$ cat config.mk
export PLATFORM = sky130hd
export DESIGN_NAME = text_console_writer
export DESIGN_NICKNAME = d
export VERILOG_FILES = /design/src/rtl/text_console_writer.sv
export SDC_FILE = /design/constraint.sdc
export NUM_CORES = 1
export LEC_CHECK = 0
export CORE_ASPECT_RATIO = 0.9
export CORE_UTILIZATION = 40
export CTS_CLUSTER_SIZE = 14
export DETAILED_ROUTE_END_ITERATION = 10
export GPL_TIMING_DRIVEN = 0
export PLACE_DENSITY = 0.63
export REMOVE_ABC_BUFFERS = 1
export SYNTH_ARGS = -nofsm -noshare
export SYNTH_HDL_FRONTEND = slang
export SYNTH_SLANG_ARGS = --single-unit
$ cat constraint.sdc
create_clock -name px_clk -period 3.36 [get_ports px_clk]
set_input_delay 0.672 -clock px_clk [delete_from_list [all_inputs] [get_ports px_clk]]
set_output_delay 0.672 -clock px_clk [all_outputs]
set_load 0.005 [all_outputs]
$ cat src/rtl/text_console_writer.sv
// Terminal-style writer for the text renderer's character RAM: printable bytes land at the cursor, CR/LF/BS/FF move it, clears fill with FILL.
// Writes issue one cycle after a byte is accepted; in_ready drops while a row or full-screen clear is running.
module text_console_writer #(
  parameter int         COLS     = 40,
  parameter int         ROWS     = 30,
  parameter int         COL_BITS = 6,
  parameter int         ROW_BITS = 6,
  parameter logic [7:0] FILL     = 8'h20
) (
  input  logic                         px_clk,
  input  logic                         rst,
  input  logic [7:0]                   in_data,
  input  logic                         in_valid,
  output logic                         in_ready,
  output logic                         wr_en,
  output logic [ROW_BITS+COL_BITS-1:0] wr_addr,
  output logic [7:0]                   wr_data,
  output logic [COL_BITS-1:0]          cur_col,
  output logic [ROW_BITS-1:0]          cur_row
);

  localparam logic [COL_BITS-1:0] LAST_COL = COL_BITS'(COLS - 1);
  localparam logic [ROW_BITS-1:0] LAST_ROW = ROW_BITS'(ROWS - 1);

  typedef enum logic [1:0] {CLR_ALL, IDLE, CLR_ROW} state_t;

  state_t                       state_q, state_d;
  logic [COL_BITS-1:0]          col_q, col_d;
  logic [ROW_BITS-1:0]          row_q, row_d;
  logic [COL_BITS-1:0]          clr_col_q, clr_col_d;
  logic [ROW_BITS-1:0]          clr_row_q, clr_row_d;
  logic                         clr_done_q, clr_done_d;
  logic                         in_ready_q, in_ready_d;
  logic                         wr_en_q, wr_en_d;
  logic [ROW_BITS+COL_BITS-1:0] wr_addr_q, wr_addr_d;
  logic [7:0]                   wr_data_q, wr_data_d;

  logic                         accept;
  logic                         is_print;
  logic [ROW_BITS-1:0]          row_inc;
  logic [ROW_BITS-1:0]          clr_row_sel;

  assign accept      = in_valid && in_ready_q;
  assign is_print    = (in_data >= 8'h20) && (in_data <= 8'h7E);
  assign row_inc     = (row_q == LAST_ROW) ? '0 : row_q + 1'b1;
  // A row clear targets the cursor row; a full clear walks its own row counter.
  assign clr_row_sel = (state_q == CLR_ALL) ? clr_row_q : row_q;

  always_comb begin
    state_d    = state_q;
    col_d      = col_q;
    row_d      = row_q;
    clr_col_d  = clr_col_q;
    clr_row_d  = clr_row_q;
    clr_done_d = clr_done_q;
    in_ready_d = in_ready_q;
    wr_en_d    = 1'b0;
    wr_addr_d  = wr_addr_q;
    wr_data_d  = wr_data_q;

    case (state_q)
      CLR_ALL, CLR_ROW: begin
        in_ready_d = 1'b0;
        if (clr_done_q) begin
          // Extra cycle after the last write so in_ready rises once the clear is fully on the bus.
          state_d    = IDLE;
          in_ready_d = 1'b1;
          clr_done_d = 1'b0;
          clr_col_d  = '0;
          clr_row_d  = '0;
        end else begin
          wr_en_d   = 1'b1;
          wr_data_d = FILL;
          wr_addr_d = {clr_row_sel, clr_col_q};
          if (clr_col_q == LAST_COL) begin
            clr_col_d = '0;
            if ((state_q == CLR_ROW) || (clr_row_q == LAST_ROW)) begin
              clr_done_d = 1'b1;
            end else begin
              clr_row_d = clr_row_q + 1'b1;
            end
          end else begin
            clr_col_d = clr_col_q + 1'b1;
          end
        end
      end

      IDLE: begin
        in_ready_d = 1'b1;
        if (accept) begin
          if (is_print) begin
            wr_en_d   = 1'b1;
            wr_addr_d = {row_q, col_q};
            wr_data_d = in_data;
            if (col_q == LAST_COL) begin
              col_d      = '0;
              row_d      = row_inc;
              state_d    = CLR_ROW;
              in_ready_d = 1'b0;
            end else begin
              col_d = col_q + 1'b1;
            end
          end else begin
            case (in_data)
              8'h0A: begin
                col_d      = '0;
                row_d      = row_inc;
                state_d    = CLR_ROW;
                in_ready_d = 1'b0;
              end
              8'h0D: col_d = '0;
              8'h08: begin
                if (col_q != '0) begin
                  col_d     = col_q - 1'b1;
                  wr_en_d   = 1'b1;
                  wr_addr_d = {row_q, col_q - 1'b1};
                  wr_data_d = FILL;
                end
              end
              8'h0C: begin
                col_d      = '0;
                row_d      = '0;
                clr_col_d  = '0;
                clr_row_d  = '0;
                state_d    = CLR_ALL;
                in_ready_d = 1'b0;
              end
              default: ;
            endcase
          end
        end
      end

      default: begin
        state_d    = CLR_ALL;
        in_ready_d = 1'b0;
      end
    endcase
  end

  always_ff @(posedge px_clk) begin
    if (rst) begin
      state_q    <= CLR_ALL;
      col_q      <= '0;
      row_q      <= '0;
      clr_col_q  <= '0;
      clr_row_q  <= '0;
      clr_done_q <= 1'b0;
      in_ready_q <= 1'b0;
      wr_en_q    <= 1'b0;
      wr_addr_q  <= '0;
      wr_data_q  <= FILL;
    end else begin
      state_q    <= state_d;
      col_q      <= col_d;
      row_q      <= row_d;
      clr_col_q  <= clr_col_d;
      clr_row_q  <= clr_row_d;
      clr_done_q <= clr_done_d;
      in_ready_q <= in_ready_d;
      wr_en_q    <= wr_en_d;
      wr_addr_q  <= wr_addr_d;
      wr_data_q  <= wr_data_d;
    end
  end

  assign in_ready = in_ready_q;
  assign wr_en    = wr_en_q;
  assign wr_addr  = wr_addr_q;
  assign wr_data  = wr_data_q;
  assign cur_col  = col_q;
  assign cur_row  = row_q;

endmodule

==> results by group, run 1 <==
Run status
  – Status: finished clean

Placed design
  – DPL Wire Length: 4.84 mm
  – RePlAce Congestion: 0.815
  – Dpl ws: -0.444 ns
  – Number of buffer cells added on primary ports: 44

Layout
  – Share of cells above drive strength 1: 0.0733
  – Final antenna diode count: 0
  – Final-stage net count: 401
  – Post-synthesis to final-layout area growth: 21.7%

Yosys
  – Count of synthesis-stage warnings from yosys: 0
  – Yosys cell types: 57
  – Primary flip-flop cell chosen by synthesis mapping: dfxtp_1
  – Number of enable flip-flop cells after synthesis: 0
  – Post-synthesis sequential element count: 49
  – Fraction of synthesis flops using an asynchronous set or reset pin: 0
  – Dominant cells by area after synthesis: dfxtp_1 35%, o21ai_0 5.6%, a21oi_1 4.8%
  – Cell type contributing the most total cell area after synthesis: dfxtp_1
  – Top post-synthesis cells by count: 49 x dfxtp_1, 33 x nand2_1, 31 x o21ai_0, 27 x a21oi_1, 27 x nor2_1
  – Average instance area after synthesis: 7.89 um2
  – Gate count after technology mapping: 353
  – Cell with the most instances after synthesis: dfxtp_1
  – Top-area cell type share of the netlist area: 0.352
  – Synthesized area: 0.00279 mm2
  – Fraction of the yosys area taken by sequential cells: 0.352

Critical path
  – Data required time of the worst path: 3.57 ns
  – Crit. End Element: register
  – Startpoint Class: register
  – Critical path data arrival time: 3.31 ns
  – Type of the worst setup path: register to register
  – Setup slack on the worst flop-to-flop path: 0.26 ns
  – Peak fanout along the critical path: 19

Timing
  – Final clock skew: 0.00799 ns
  – Final worst slack: 0.261 ns
  – Time the final worst path needs with I/O delays and setup: 3.10 ns
  – Setup violation total in the final timing report: 0
  – Measured slew at the worst slew-check pin: 0.932 ns
  – Maximum operating frequency: 323 MHz
  – Relative slew slack: 0.379
  – Pins Over Slew Limit: 0
  – RSZ-0062 raised after global routing: false
  – Final hold violations: 0
  – Portion of the clock cycle consumed by the worst path in the final layout: 0.922

Die
  – Number of top-level pins: 45
  – Row count: 28
  – Starting Density: 0.419
  – Total die area: 0.00730 mm2
  – Die span in x: 90.0 um
  – Placeable core region: 0.00666 mm2
  – Vertical extent of the die: 81.2 um

Global route
  – Via count of the first global-routing pass: 2376
  – Global-route wire length before repair: 11.6 mm
  – Number of antenna violations at the first check in global routing: 0
  – Largest net degree at the start of global routing: 38
  – Overall routing resource usage: 0.196
  – Overflow left after global routing: 0

Pwr
  – Post-layout total power: 1.03 mW
  – Clk network pwr share: 0.356
  – Power density relative to cell area: 303 mW/mm2
  – Worst voltage drop across the vdd grid: 0.188 mV
  – Combinational power share: 0.069
  – Internal power: 0.778 mW
  – Switching share of total power: 0.242
  – Net Sw Power: 0.249 mW
  – Proportion of power drawn by flip-flops and latches: 0.575
  – Standby leakage power: 1.05 nW

Clock tree
  – Number of clock buffers inserted by TritonCTS: 5
  – Number of H-tree levels: 2
  – Number of hold buffers added after cts: 0
  – TritonCTS clock tree: built
  – Clock sinks: 49
  – Cell at the root of the clock tree: clkbuf_8
  – # Post-CTS Setup Buffers: 0
  – Clock slew at the register clock pins of the worst setup and hold paths: 0.09 ns
  – Number of buffers on the longest clock path: 2
  – Clock latency reported for the late side of the worst-skew pair: 0.30 ns

Detailed routing
  – Routed len/inst: 15.8 um
  – Remaining routing DRC violations: 0
  – Initial drt markers: 161
  – Post-route antenna net violation count: 0
  – Detailed-router iteration count before antenna repair: 5
  – Via count: 2781
  – Total wire length after detailed routing: 7.44 mm
  – Post-detailed-route via-to-cell ratio: 5.89

Min path
  – Class of the tightest hold or removal check: register to register

Run
  – Max-capacitance violation count: 0
==> final cells by class <==
class | count | area, um2
inverters | 13 | 48.8
flip-flops and latches | 49 | 981
fillers | 631 | 3260
clock buffers | 6 | 82.6
well taps | 90 | 113
multi-input cells | 268 | 1710
repair buffers | 45 | 447
clock inverters | 1 | 7.51
==> state kept, by name (all words and copies together), names as in the netlist <==
signal and count:
wr_addr 12, wr_data 8, clr_col_q 6, clr_row_q 6, cur_col 6, cur_row 6
state_q 2, clr_done_q 1, in_ready 1, wr_en 1
==> per-layer routing <==
layer	GRT usage	routed length (um)	vias to the layer above
li1	-	-	1376
met1	0.278	3630	1307
met2	0.312	3340	94
met3	0.0300	433	4
met4	0.0484	43	0
met5	0	0	-
==> critical path, cell delays in order, from the launching register on <==
cell	delay, ns
dfxtp_1	0.68
nor2b_2	0.63
nand3_1	0.64
a32oi_4	0.68
nand3_1	0.14
o21ai_0	0.23
==> power by group through the flow <==
stage | sequential [mW] | clock [mW] | combinational, mW
2_1_floorplan | 0.603 | 0 | 0.0303
3_3_place_gp | 0.604 | 0 | 0.0686
3_5_place_dp | 0.604 | 0 | 0.0687
4_1_cts | 0.590 | 0.374 | 0.0695
5_1_grt | 0.592 | 0.395 | 0.0772
6_report | 0.590 | 0.366 | 0.0708
==> repair_timing <==
item | in CTS | in global routing
setup endpoints to repair | 17 | 18
cloned | 0 | 1
gates resized for setup | 1 | 3
pin swaps | 0 | 1
==> logic make-up (layout without fill, tap and decap cells) <==
group           count (synthesis)  after routing  synth area share
flops                          49             49             0.352
compound gates                109            110             0.267
mux                             2              2           0.00718
xor+xnor                        4              4            0.0126
buf+inv                        37             65            0.0530
fa+ha+maj                       8              8            0.0359
simple gates                  144            144             0.273
==> placed cells by master, fill, tap and decap left out, types with 6 or more instances in the layout <==
cell,count
nand3_1,23
nor3b_1,6
dfxtp_1,49
nor2_1,27
nand2_1,33
inv_1,13
nand4_1,6
clkdlybuf4s50_1,43
a21oi_1,27
nor3_1,9
clkbuf_8,6
o21ai_0,31
ha_1,8
==> metrics by stage <==
stage | cell area, um2 | hold slack, ns | std cells | setup TNS, ns | utilization
after floorplan | 2690 | 0.442 | 329 | 0 | -
after global placement | 3240 | 0.438 | 463 | -11.81 | 0.487
after detailed placement | 3260 | 0.446 | 464 | -8.22 | 0.490
after CTS | 3360 | 0.457 | 471 | 0 | 0.505
after global routing | 3390 | 0.476 | 472 | 0 | 0.510
final | 3390 | 0.452 | 472 | 0 | 0.510
==> final timing paths <==
path | end | cells past startpoint | startpoint
hold / removal | wr_data[6] | 2 | wr_data[6]
setup / recovery | wr_addr[2] | 5 | state_q[0]
setup reg to reg | wr_addr[2] | 5 | state_q[0]
hold reg to reg | wr_data[6] | 2 | wr_data[6]
(Power assumes the default switching activity.)
==> run 2: changes to the inputs <==
- CORE_ASPECT_RATIO: 0.9 -> 0.5
- CORE_UTILIZATION: 40 -> 25
- GPL_ROUTABILITY_DRIVEN: unset -> 1
- PLACE_DENSITY: 0.63 -> 0.43
==> results by group, run 2 (synthesized netlist as in run 1, its figures left out) <==
Layout
  – Final antenna diode count: 0 (unchanged)
  – Number of fill cells: 1116 (was 631)
  – Share of cells above drive strength 1: 0.0807 (was 0.0733)
  – Flip-flop count of the largest register after layout: 12 (unchanged)
  – Final-stage net count: 402 (was 401)
  – Most frequent standard cell in the layout excluding fill and tap cells: dfxtp_1 (unchanged)
  – Most frequent cells in the layout: 49 x dfxtp_1, 43 x clkdlybuf4s50_1, 33 x nand2_1 (unchanged)
  – Post-synthesis to final-layout area growth: 26.3% (was 21.7%)

Die
  – Vertical extent of the die: 76.7 um (was 81.2 um)
  – Total die area: 0.0116 mm2 (was 0.00730 mm2)
  – Placeable core region: 0.0105 mm2 (was 0.00666 mm2)
  – Row count: 26 (was 28)
  – Die span in x: 151 um (was 90.0 um)
  – Number of top-level pins: 45 (unchanged)
  – Starting Density: 0.265 (was 0.419)

Detailed routing
  – Post-route antenna net violation count: 0 (unchanged)
  – Via count: 2725 (was 2781)
  – Total wire length after detailed routing: 8.58 mm (was 7.44 mm)
  – Routed len/inst: 16.4 um (was 15.8 um)
  – Initial drt markers: 125 (was 161)
  – Post-detailed-route via-to-cell ratio: 5.20 (was 5.89)
  – Detailed-router iteration count before antenna repair: 4 (was 5)
  – Remaining routing DRC violations: 0 (unchanged)

Timing
  – Final clock skew: 0.00800 ns (was 0.00799 ns)
  – Portion of the clock cycle consumed by the worst path in the final layout: 0.949 (was 0.922)
  – Relative slew slack: 0.368 (was 0.379)
  – Pins Over Slew Limit: 0 (unchanged)
  – RSZ-0062 raised after global routing: false (unchanged)
  – Sum of negative setup slack: 0 ns (unchanged)
  – Maximum operating frequency: 314 MHz (was 323 MHz)
  – Hold slack: 0.453 ns (was 0.452 ns)
  – Final hold violations: 0 (unchanged)
  – Measured slew at the worst slew-check pin: 0.947 ns (was 0.932 ns)
  – Final worst slack: 0.171 ns (was 0.261 ns)
  – Setup violation total in the final timing report: 0 (unchanged)
  – Time the final worst path needs with I/O delays and setup: 3.19 ns (was 3.10 ns)

Clock tree
  – # Post-CTS Setup Buffers: 0 (unchanged)
  – Clock sinks: 49 (unchanged)
  – Clock slew at the register clock pins of the worst setup and hold paths: 0.08 ns (was 0.09 ns)
  – Number of buffers on the longest clock path: 2 (unchanged)
  – Cell at the root of the clock tree: clkbuf_16 (was clkbuf_8)
  – TritonCTS clock tree: built (unchanged)
  – Number of H-tree levels: 2 (unchanged)
  – Number of hold buffers added after cts: 0 (unchanged)
  – Number of clock buffers inserted by TritonCTS: 5 (unchanged)
  – Clock latency reported for the late side of the worst-skew pair: 0.30 ns (about the same)

Global route
  – Global routing met3 resource utilization: 0.0327 (was 0.0300)
  – Overflow left after global routing: 0 (unchanged)
  – M2 GR Usage: 0.220 (was 0.312)
  – Met1 global-route usage: 0.210 (was 0.278)
  – Number of antenna violations at the first check in global routing: 0 (unchanged)
  – Layer carrying the most global-route usage: met2 (unchanged)
  – Global-route wire length before repair: 13.4 mm (was 11.6 mm)
  – Overall routing resource usage: 0.148 (was 0.196)
  – Via count of the first global-routing pass: 2514 (was 2376)
  – Largest net degree at the start of global routing: 39 (was 38)

Placed design
  – RePlAce Congestion: 0.799 (was 0.815)
  – Dpl ws: -0.513 ns (was -0.444 ns)
  – DPL Wire Length: 5.78 mm (was 4.84 mm)
  – Number of buffer cells added on primary ports: 44 (unchanged)

Min path
  – Class of the tightest hold or removal check: register to register (unchanged)

Pwr
  – Standby leakage power: 1.08 nW (was 1.05 nW)
  – Post-layout total power: 1.21 mW (was 1.03 mW)
  – Worst voltage drop across the vdd grid: 0.166 mV (was 0.188 mV)
  – Power density relative to cell area: 343 mW/mm2 (was 303 mW/mm2)

Critical path
  – Type of the worst setup path: primary input to register (was register to register)
  – Crit. End Element: register (unchanged)
  – Setup slack on the worst flop-to-flop path: 0.40 ns (was 0.26 ns)
  – Data required time of the worst path: 3.59 ns (was 3.57 ns)
  – Critical path data arrival time: 3.42 ns (was 3.31 ns)
  – Startpoint Class: primary input (was register)
  – Peak fanout along the critical path: 13 (was 19)

Run
  – Max-capacitance violation count: 0 (unchanged)

Run status
  – Status: finished clean (unchanged)
==> run 2: stage by stage <==
stage / cells / cell area, um2 / utilization
final: 524 / 3520 / 0.335
after global routing: 524 / 3520 / 0.335
after CTS: 523 / 3490 / 0.333
after detailed placement: 514 / 3320 / 0.316
after global placement: 513 / 3300 / 0.314
after floorplan: 329 / 2690 / -
==> run 2: repair_timing <==
item / 4_1_cts / 5_1_grt
pin swaps: 0 / 1
cloned: 1 / 1
endpoints found under the setup margin: 21 / 17
gates resized for setup: 4 / 2
hold endpoints to repair: 0 / 0
==> run 2: final timing paths <==
kind / to / startpoint / depth (start not counted)
hold / removal: wr_data[1] / wr_data[1] / 2
setup reg to reg: wr_addr[7] / state_q[0] / 5
hold reg to reg: wr_data[1] / wr_data[1] / 2
setup / recovery: clr_row_q[1] / in_data[5] / 6
==> run 2: final cells by class <==
type                            count  area, um2  share of cell area
Clock inverter                      2       16.3             0.00462
Timing Repair Buffer               45        447               0.127
Tap cell                          140        175              0.0498
Timing Repair inverter              1       5.00             0.00142
Clock buffer                        6        139              0.0395
Multi-Input combinational cell    268       1710               0.485
Sequential cell                    49        981               0.279
Inverter                           13       48.8              0.0139
==> run 2: per-layer routing <==
metal | vias up | wire (um)
met4 | 0 | 86
met3 | 7 | 406
li1 | 1388 | -
met2 | 51 | 3690
met1 | 1279 | 4400
met5 | - | 0
==> run 2: critical path, cell delays in order <==
cell	delay (ns)
clkdlybuf4s50_1	0.53
or4_4	0.60
nor3_2	0.46
a21boi_1	0.42
or4_1	0.60
a21oi_1	0.14
==> run 2: power by group <==
part	total (mW)	internal (mW)	leakage, nW	switching, mW
sequential	0.591	0.586	0.396	0.00483
combinational	0.0712	0.0290	0.610	0.0423
clock	0.546	0.300	0.0735	0.246
==> run 3: changes to the inputs <==
- CAP_MARGIN: unset -> 20
==> results by group, run 3 (synthesized netlist as in run 1, its figures left out) <==
Run status
  – Status: finished clean (unchanged)

Min path
  – Endpoint, Worst Hold: wr_data[1] (unchanged)
  – Number of stages on the worst hold path: 2 (unchanged)
  – Class of the tightest hold or removal check: register to register (unchanged)
  – Launch instance of the worst min-delay path: wr_data[1] (unchanged)

Critical path
  – Cells on worst reg2reg path: 5 (unchanged)
  – Crit. End Element: register (unchanged)
  – Reg-to-Reg Start: state_q[0] (unchanged)
  – Type of the worst setup path: primary input to register (unchanged)
  – Worst reg2reg path endpoint: wr_addr[11] (was wr_addr[7])
  – Startpoint Class: primary input (unchanged)
  – Critical path data arrival time: 3.40 ns (was 3.42 ns)
  – Peak fanout along the critical path: 8 (was 13)
  – Data required time of the worst path: 3.59 ns (about the same)
  – Setup slack on the worst flop-to-flop path: 0.46 ns (was 0.40 ns)

Placed design
  – RePlAce Congestion: 0.799 (unchanged)
  – Number of buffer cells added on primary ports: 44 (unchanged)
  – DPL Wire Length: 5.93 mm (was 5.78 mm)
  – Cell Area, Placed: 0.00337 mm2 (was 0.00332 mm2)

Timing
  – Time the final worst path needs with I/O delays and setup: 3.17 ns (was 3.19 ns)
  – Setup violation total in the final timing report: 0 (unchanged)
  – Portion of the clock cycle consumed by the worst path in the final layout: 0.943 (was 0.949)
  – Relative slew slack: 0.396 (was 0.368)
  – Final clock skew: 0.00649 ns (was 0.00800 ns)
  – Measured slew at the worst slew-check pin: 0.906 ns (was 0.947 ns)
  – Pins Over Slew Limit: 0 (unchanged)
  – Maximum operating frequency: 316 MHz (was 314 MHz)
  – Final hold violations: 0 (unchanged)
  – Hold slack: 0.453 ns (about the same)
  – RSZ-0062 raised after global routing: false (unchanged)

Layout
  – Post-route design area: 0.00357 mm2 (was 0.00352 mm2)
  – Most frequent standard cell in the layout excluding fill and tap cells: dfxtp_1 (unchanged)
  – Most frequent cells in the layout: 49 x dfxtp_1, 44 x clkdlybuf4s50_1, 33 x nand2_1 (was 49 x dfxtp_1, 43 x clkdlybuf4s50_1, 33 x nand2_1)
  – Final antenna diode count: 0 (unchanged)
  – Sequential cell area: 981 um2 (unchanged)
  – Final-stage net count: 405 (was 402)
  – Post-synthesis to final-layout area growth: 28.1% (was 26.3%)
  – Fraction of the core area covered by cells at the end of the flow: 0.340 (was 0.335)
  – Share of cells above drive strength 1: 0.0827 (was 0.0807)
  – Number of fill cells: 1097 (was 1116)
  – Area used by multi-input combinational logic: 0.00171 mm2 (about the same)
  – Flip-flop count of the largest register after layout: 12 (unchanged)

Global route
  – Global-route wire length before repair: 13.8 mm (was 13.4 mm)
  – Number of antenna violations at the first check in global routing: 0 (unchanged)
  – Overall routing resource usage: 0.152 (was 0.148)
  – Overflow left after global routing: 0 (unchanged)
  – Via count of the first global-routing pass: 2543 (was 2514)
  – Largest net degree at the start of global routing: 25 (was 39)

Clock tree
  – TritonCTS clock tree: built (unchanged)
  – Clock sinks: 49 (unchanged)
  – Cell at the root of the clock tree: clkbuf_16 (unchanged)
  – Number of H-tree levels: 2 (unchanged)
  – Number of buffers on the longest clock path: 2 (unchanged)
  – Number of clock buffers inserted by TritonCTS: 5 (unchanged)
  – Clock latency reported for the late side of the worst-skew pair: 0.29 ns (was 0.30 ns)
  – Clock slew at the register clock pins of the worst setup and hold paths: 0.07 ns (was 0.08 ns)

Pwr
  – Proportion of power drawn by flip-flops and latches: 0.489 (about the same)
  – Standby leakage power: 1.11 nW (was 1.08 nW)
  – Power density relative to cell area: 339 mW/mm2 (was 343 mW/mm2)
  – Combinational power share: 0.062 (was 0.059)
  – Clk network pwr share: 0.449 (was 0.452)
  – Switching share of total power: 0.239 (was 0.243)
  – Post-layout total power: 1.21 mW (about the same)
  – Net Sw Power: 0.289 mW (was 0.293 mW)
  – Worst voltage drop across the vdd grid: 0.175 mV (was 0.166 mV)
  – Internal power: 0.919 mW (was 0.915 mW)

Detailed routing
  – Remaining routing DRC violations: 0 (unchanged)
  – Detailed-router iteration count before antenna repair: 5 (was 4)
  – Routed len/inst: 16.1 um (was 16.4 um)
  – Initial drt markers: 164 (was 125)
  – Post-route antenna net violation count: 0 (unchanged)
  – Post-detailed-route via-to-cell ratio: 5.31 (was 5.20)
  – Total wire length after detailed routing: 8.50 mm (was 8.58 mm)
  – Via count: 2798 (was 2725)

Die
  – Placeable core region: 0.0105 mm2 (unchanged)
  – Vertical extent of the die: 76.7 um (unchanged)
  – Row count: 26 (unchanged)
  – Starting Density: 0.265 (unchanged)
  – Die span in x: 151 um (unchanged)
  – Total die area: 0.0116 mm2 (unchanged)
  – Number of top-level pins: 45 (unchanged)

Run
  – Max-capacitance violation count: 0 (unchanged)
[run 3: cell type report]
class | count | share of cell area
Clock inverter | 2 | 0.00456
Tap cell | 140 | 0.0491
Clock buffer | 6 | 0.0389
Timing Repair Buffer | 49 | 0.139
Inverter | 13 | 0.0137
Multi-Input combinational cell | 268 | 0.480
Sequential cell | 49 | 0.275
[run 3: worst max-delay path by stage]
stage / depth (start not counted) / endpoint / from
global route: 7 / clr_row_q[4] / in_data[5]
global placement: 6 / wr_addr[4] / in_data[2]
floorplan: 5 / wr_addr[10] / in_data[5]
detailed placement: 6 / wr_addr[5] / in_data[5]
finish: 7 / clr_row_q[1] / in_data[5]
CTS: 7 / clr_row_q[1] / in_data[5]
[run 3: worst max-delay path: stages]
cell,delay [ns]
clkdlybuf4s50_1,0.51
or4_4,0.60
nor3_2,0.47
a21boi_1,0.27
buf_4,0.24
or4_1,0.50
a21oi_1,0.14
[run 3: repair_timing]
item | in CTS | in global routing
cloned | 1 | 0
setup endpoints to repair | 17 | 16
resized for setup | 2 | 3
pin swaps | 1 | 0
endpoints found under the hold margin | 0 | 0
setup buffers | 0 | 0
hold buffers | 0 | 0
[run 3: power by group through the flow]
stage                     registers, mW  clock network (mW)  logic (mW)
after floorplan                   0.603                   0      0.0303
after global placement            0.604                   0      0.0681
after detailed placement          0.604                   0      0.0738
after CTS                         0.591               0.560      0.0750
after global routing              0.592               0.589      0.0819
final                             0.591               0.542      0.0752
[run 3: routing by layer]
layer  GRT usage  vias to the layer above  routed length (um)
li1            -                     1393                   -
met1       0.224                     1327                4450
met3      0.0310                        7                 404
met4      0.0390                        0                  78
met2       0.221                       71                3560
met5           0                        -                   0
[run 3: through the flow]
stage               setup WS (ns)  setup TNS, ns  cells
floorplan                   0.641              0    329
global placement           -0.676         -12.47    513
detailed placement         -0.387          -5.02    518
CTS                        0.0821              0    527
global route               0.0449              0    527
finish                      0.191              0    527
